==> src/rtl/axi4_lite_master.sv <==
// Single-outstanding AXI4-Lite initiator: command/response front end,
// AW+W->B writes, AR->R reads, local rejection of unaligned commands.
module axi4_lite_master #(
    parameter int ADDR_W = 32,
    parameter int DATA_W = 32,
    parameter int LAT_W  = 16
) (
    input  logic                clk,
    input  logic                rst_n,
    input  logic                cmd_valid,
    output logic                cmd_ready,
    input  logic                cmd_write,
    input  logic [ADDR_W-1:0]   cmd_addr,
    input  logic [DATA_W-1:0]   cmd_wdata,
    input  logic [DATA_W/8-1:0] cmd_wstrb,
    output logic                rsp_valid,
    input  logic                rsp_ready,
    output logic                rsp_write,
    output logic [DATA_W-1:0]   rsp_rdata,
    output logic [1:0]          rsp_resp,
    output logic                rsp_misaligned,
    output logic [LAT_W-1:0]    rsp_latency,
    output logic                awvalid,
    input  logic                awready,
    output logic [ADDR_W-1:0]   awaddr,
    output logic                wvalid,
    input  logic                wready,
    output logic [DATA_W-1:0]   wdata,
    output logic [DATA_W/8-1:0] wstrb,
    input  logic                bvalid,
    output logic                bready,
    input  logic [1:0]          bresp,
    output logic                arvalid,
    input  logic                arready,
    output logic [ADDR_W-1:0]   araddr,
    input  logic                rvalid,
    output logic                rready,
    input  logic [DATA_W-1:0]   rdata,
    input  logic [1:0]          rresp
);

    typedef enum logic [2:0] {
        IDLE,
        WR_ADDR_DATA,
        WR_RESP,
        RD_ADDR,
        RD_DATA,
        RESP
    } state_t;

    localparam logic [LAT_W-1:0] LAT_ONE = 1;

    state_t state_q;
    state_t state_d;

    logic [ADDR_W-1:0]   addr_q;
    logic [DATA_W-1:0]   wdata_q;
    logic [DATA_W/8-1:0] wstrb_q;
    logic                aw_pend_q;
    logic                w_pend_q;
    logic [LAT_W-1:0]    lat_q;
    logic [LAT_W-1:0]    lat_inc;

    logic accept;
    logic misal;
    logic busy;
    logic b_hs;
    logic r_hs;

    assign cmd_ready = rst_n && (state_q == IDLE);
    assign accept    = cmd_valid && cmd_ready;
    assign misal     = (cmd_addr[1:0] != 2'b00);
    assign busy      = (state_q == WR_ADDR_DATA) || (state_q == WR_RESP) ||
                       (state_q == RD_ADDR) || (state_q == RD_DATA);
    assign b_hs      = (state_q == WR_RESP) && bvalid;
    assign r_hs      = (state_q == RD_DATA) && rvalid;
    assign lat_inc   = (lat_q == '1) ? lat_q : lat_q + LAT_ONE;

    assign awvalid   = aw_pend_q;
    assign wvalid    = w_pend_q;
    assign awaddr    = addr_q;
    assign araddr    = addr_q;
    assign wdata     = wdata_q;
    assign wstrb     = wstrb_q;
    assign arvalid   = (state_q == RD_ADDR);
    assign bready    = (state_q == WR_RESP);
    assign rready    = (state_q == RD_DATA);
    assign rsp_valid = (state_q == RESP);

    always_ff @(posedge clk or negedge rst_n) begin
        if (!rst_n) begin
            state_q <= IDLE;
        end else begin
            state_q <= state_d;
        end
    end

    always_comb begin
        state_d = state_q;
        unique case (state_q)
            IDLE: begin
                if (accept) begin
                    if (misal)          state_d = RESP;
                    else if (cmd_write) state_d = WR_ADDR_DATA;
                    else                state_d = RD_ADDR;
                end
            end
            WR_ADDR_DATA: begin
                if ((!aw_pend_q || awready) && (!w_pend_q || wready))
                    state_d = WR_RESP;
            end
            WR_RESP: if (bvalid)    state_d = RESP;
            RD_ADDR: if (arready)   state_d = RD_DATA;
            RD_DATA: if (rvalid)    state_d = RESP;
            RESP:    if (rsp_ready) state_d = IDLE;
            default: state_d = IDLE;
        endcase
    end

    // Unaligned commands never touch the address/data registers, so the
    // bus only ever sees word-aligned addresses.
    always_ff @(posedge clk or negedge rst_n) begin
        if (!rst_n) begin
            addr_q         <= '0;
            wdata_q        <= '0;
            wstrb_q        <= '0;
            aw_pend_q      <= 1'b0;
            w_pend_q       <= 1'b0;
            lat_q          <= '0;
            rsp_write      <= 1'b0;
            rsp_rdata      <= '0;
            rsp_resp       <= 2'b00;
            rsp_misaligned <= 1'b0;
            rsp_latency    <= '0;
        end else if (accept) begin
            lat_q <= '0;
            if (misal) begin
                rsp_write      <= cmd_write;
                rsp_rdata      <= '0;
                rsp_resp       <= 2'b00;
                rsp_misaligned <= 1'b1;
                rsp_latency    <= '0;
            end else begin
                addr_q    <= cmd_addr;
                wdata_q   <= cmd_wdata;
                wstrb_q   <= cmd_wstrb;
                aw_pend_q <= cmd_write;
                w_pend_q  <= cmd_write;
            end
        end else begin
            if (aw_pend_q && awready) aw_pend_q <= 1'b0;
            if (w_pend_q && wready)   w_pend_q  <= 1'b0;
            if (busy)                 lat_q     <= lat_inc;
            if (b_hs) begin
                rsp_write      <= 1'b1;
                rsp_rdata      <= '0;
                rsp_resp       <= bresp;
                rsp_misaligned <= 1'b0;
                rsp_latency    <= lat_inc;
            end
            if (r_hs) begin
                rsp_write      <= 1'b0;
                rsp_rdata      <= rdata;
                rsp_resp       <= rresp;
                rsp_misaligned <= 1'b0;
                rsp_latency    <= lat_inc;
            end
        end
    end

endmodule

==> config.mk <==
export PLATFORM = sky130hd
export DESIGN_NAME = axi4_lite_master
export DESIGN_NICKNAME = d
export VERILOG_FILES = /design/src/rtl/axi4_lite_master.sv
export SDC_FILE = /design/constraint.sdc
export NUM_CORES = 1
export LEC_CHECK = 0
export ABC_AREA = 1
export CAP_MARGIN = 20
export CORE_AREA = 2 2 146 148
export CTS_CLUSTER_SIZE = 10
export DETAILED_ROUTE_END_ITERATION = 12
export DIE_AREA = 0 0 148 150
export MAX_ROUTING_LAYER = met4
export PLACE_DENSITY = 0.73
export SETUP_SLACK_MARGIN = 0.1
export SLEW_MARGIN = 20
export SYNTH_ARGS = -nofsm -noshare
export SYNTH_HDL_FRONTEND = slang
export SYNTH_SLANG_ARGS = --single-unit
==> constraint.sdc <==
create_clock -name clk -period 2.38 [get_ports clk]
set_input_delay 0.357 -clock clk [delete_from_list [all_inputs] [get_ports clk]]
set_output_delay 0.357 -clock clk [all_outputs]
set_load 0.05 [all_outputs]
==> impl_metrics.env <==
export IMPL_synth_area_per_cell_um2=8.06
export IMPL_final_nets=1132
export IMPL_postLayoutCellArea_um2=9630
export IMPL_path_max_fanout=6
export IMPL_grt_max_degree=142
export IMPL_cts_root_buf="clkbuf_16"
export IMPL_crit_family="buffers and inverters"
export IMPL_rr_startpoint="lat_q[1]$_DFFE_PN0P_"
export IMPL_antenna_cells=0
export IMPL_overflow=0
export IMPL_powerDensity_nw_per_um2=1510
export IMPL_gp_congestion=0.872
export IMPL_cts_buffers=17
export IMPL_synth_fp_nets=894
export IMPL_place_inst=1273
export IMPL_synth_top_area_share_pct=56.2
export IMPL_vias=5706
export IMPL_ctsHoldBuffers=0
export IMPL_synth_top_area_cell="dfrtp_1"
export IMPL_yosysWarnings=0
export IMPL_synth_edff_count=0
export IMPL_start_kind="flop"
export IMPL_relSlewSlack_pct=46.2
export IMPL_synthesis_area_um2=6280
export IMPL_synthCells=779
export IMPL_clk_latency_ns=0.42
export IMPL_power_mw=14.5
export IMPL_wirelength_mm=17.5
export IMPL_place_hpwl_mm=12.5
export IMPL_ys_async_sr_fraction_pct=100
export IMPL_initialDrtViolationCount=279
export IMPL_synthFlopType="dfrtp_1"
export IMPL_ant_nets=0
export IMPL_drv_slew=0
export IMPL_finalWorstSetupSlack_ns=0.256
export IMPL_drc=0
export IMPL_ir_worst_vdd_mv=0.990
export IMPL_numClockSinks=141
export IMPL_max_freq_mhz=471
export IMPL_post_cts_buffers=0
export IMPL_fin_cells=1305
export IMPL_yosys_register_bits=141
export IMPL_yosysMostFrequentCell="nand2_1"
export IMPL_dieArea_um2=22200
export IMPL_synth_commonest_cells="413 x nand2_1, 141 x dfrtp_1, 43 x nand3_1"
export IMPL_slowest_stage="dlygate4sd2_1"
export IMPL_min_period_over_period_pct=89.2
export IMPL_timing_critical_path_to_type="primary output"
export IMPL_fin_setup_tns_ns=0
export IMPL_timing_rr_end="rsp_latency[2]$_DFFE_PN0P_"
export IMPL_leakagePower_nw=4.68
export IMPL_die_height_um=150
export IMPL_fin_util_pct=46.6
export IMPL_core_area_um2=20700
export IMPL_cts_buffer_depth=2
export IMPL_skew_ns=0.0137
export IMPL_drv_cap=0
export IMPL_period_needed_ns=2.12
export IMPL_io_buffers=272
export IMPL_drt_pass1_iterations=4
export IMPL_grt_antenna_before_repair=0
export IMPL_boundaryPins=273
export IMPL_criticalPathCategory="reg -> out"
export IMPL_rows=53
export IMPL_clkTransAtPathRegs_ns=0.06
export IMPL_worst_ep_arrival_time_ns=1.77
export IMPL_finalHoldViolations=0
export IMPL_path_cells="inv_2, nand2_1, nor2_1, dlygate4sd2_1"
export IMPL_cts_htree_levels=4
export IMPL_ff2ff_setup_slack_ns=0.53
export IMPL_ys_types=27
export IMPL_via_per_inst=4.37
export IMPL_r2r_cells=9
export IMPL_start_util_pct=30.3
export IMPL_cp_num_buf_inv=2
export IMPL_outcome="finished, final reports clean"
export IMPL_post_drt_wl_per_cell_um=13.4
export IMPL_hp_class="in -> async"
export IMPL_max_stage_delay_ns=0.55
export IMPL_path_depth=4
export IMPL_grt_pass1_wl_mm=28.2
export IMPL_finalSetupViolCount=0
export IMPL_hold_ws_ns=0.0242
export IMPL_worstMarginPinSlew_ns=0.808
export IMPL_grt_usage_pct=16.4
export IMPL_yosys_top_cells_area="dfrtp_1 56%, nand2_1 25%, buf_4 3.8%"
export IMPL_place_area_um2=9050
export IMPL_worstPathRequired_ns=2.02
export IMPL_synth_seq_area_share_pct=56.2
export IMPL_grt_pass1_vias=5618
export IMPL_syn_to_final_growth_pct=53.5
export IMPL_cts_tree="done"
export IMPL_layout_drive_gt1_share_pct=5.34
export IMPL_rsz0062_at_grt="no"
export IMPL_pre_cts_ws_ns=0.308
export IMPL_die_w_um=148
## worst max path at each step
stage,endpoint,startpoint,slack [ns]
final,bready,state_q[2]$_DFFE_PN0P_,0.26
after global routing,bready,state_q[2]$_DFFE_PN0P_,0.12
after CTS,bready,state_q[2]$_DFFE_PN0P_,0.24
after detailed placement,rsp_resp[0]$_DFFE_PN0P_,cmd_addr[1],0.31
after global placement,rsp_resp[1]$_DFFE_PN0P_,cmd_addr[1],0.35
after floorplan,rsp_rdata[0]$_DFFE_PN0P_,state_q[0]$_DFFE_PN0P_,0.19
## worst reg2reg max path, stage by stage (launching register included)
cell,delay (ns)
dfrtp_1,0.42
ha_1,0.27
inv_1,0.07
nor2_2,0.13
nand2_2,0.10
nor2_2,0.17
inv_1,0.21
a21oi_1,0.27
nand2_1,0.08
nand2_1,0.07
## state kept, by name, indices dropped and copies added, names as in the netlist
signal          flops
araddr             32
rsp_rdata          32
wdata              32
lat_q              16
rsp_latency        16
wstrb               4
state_q             3
rsp_resp            2
awvalid             1
rsp_misaligned      1
rsp_write           1
wvalid              1
## what timing repair did
item                                    4_1_cts  5_1_grt
endpoints found under the setup margin        4        0
resized for setup                             4        0
hold endpoints to repair                      0        0
## logic make-up after synthesis
family	after synthesis	share of synthesized area [%]
flip-flops	141	56.2
adder cells (fa/ha/maj)	1	0.199
buffers and inverters	102	8.93
AND/OR/NAND/NOR	500	31.5
AO/OA/AOI/OAI	30	2.49
XOR/XNOR	5	0.698
## report_power, final
part	switching, mW	internal [mW]	leakage [nW]	total [mW]
logic	5.51	2.47	2.58	7.98
registers	0.608	3.26	1.83	3.86
clock network	1.11	1.56	0.270	2.67
## placed cells by master, fill, tap and decap left out
cell type | netlist | routed
nor2_2 | 3 | 3
inv_6 | 0 | 4
clkbuf_16 | 0 | 17
nand2_1 | 413 | 413
clkinv_4 | 0 | 3
o21bai_1 | 1 | 1
nor2_4 | 1 | 1
nor3_1 | 3 | 3
o21ai_0 | 20 | 20
dlygate4sd2_1 | 0 | 4
a31oi_1 | 1 | 1
or2_2 | 2 | 2
clkinv_1 | 1 | 1
nand2_2 | 2 | 2
buf_6 | 6 | 1
clkinvlp_4 | 0 | 5
inv_1 | 35 | 35
nand3_1 | 43 | 43
ha_1 | 1 | 1
xor2_1 | 3 | 3
buf_12 | 0 | 4
inv_2 | 4 | 4
buf_4 | 32 | 6
nand4_1 | 3 | 3
dfrtp_1 | 141 | 141
nand4_2 | 1 | 1
bufinv_16 | 0 | 2
clkdlybuf4s50_1 | 0 | 266
o22ai_1 | 2 | 2
a21oi_1 | 6 | 6
xnor2_1 | 2 | 2
nor2_1 | 29 | 29
clkbuf_1 | 13 | 1
## layer usage
metal | part of all wire, % | global-route usage [%]
met1 | 42 | 19.9
met2 | 49 | 27.2
met3 | 7.4 | 5.00
met4 | 0.91 | 3.67
met5 | 0 | -
## cell type report
class	instances	area [um^2]
multi-input cells	536	2190
clock inverters	14	159
well taps	275	344
inverters	40	150
clock buffers	18	429
repair buffers	281	2830
fillers	1989	11100
flip-flops and latches	141	3530
(Power assumes the default switching activity.)
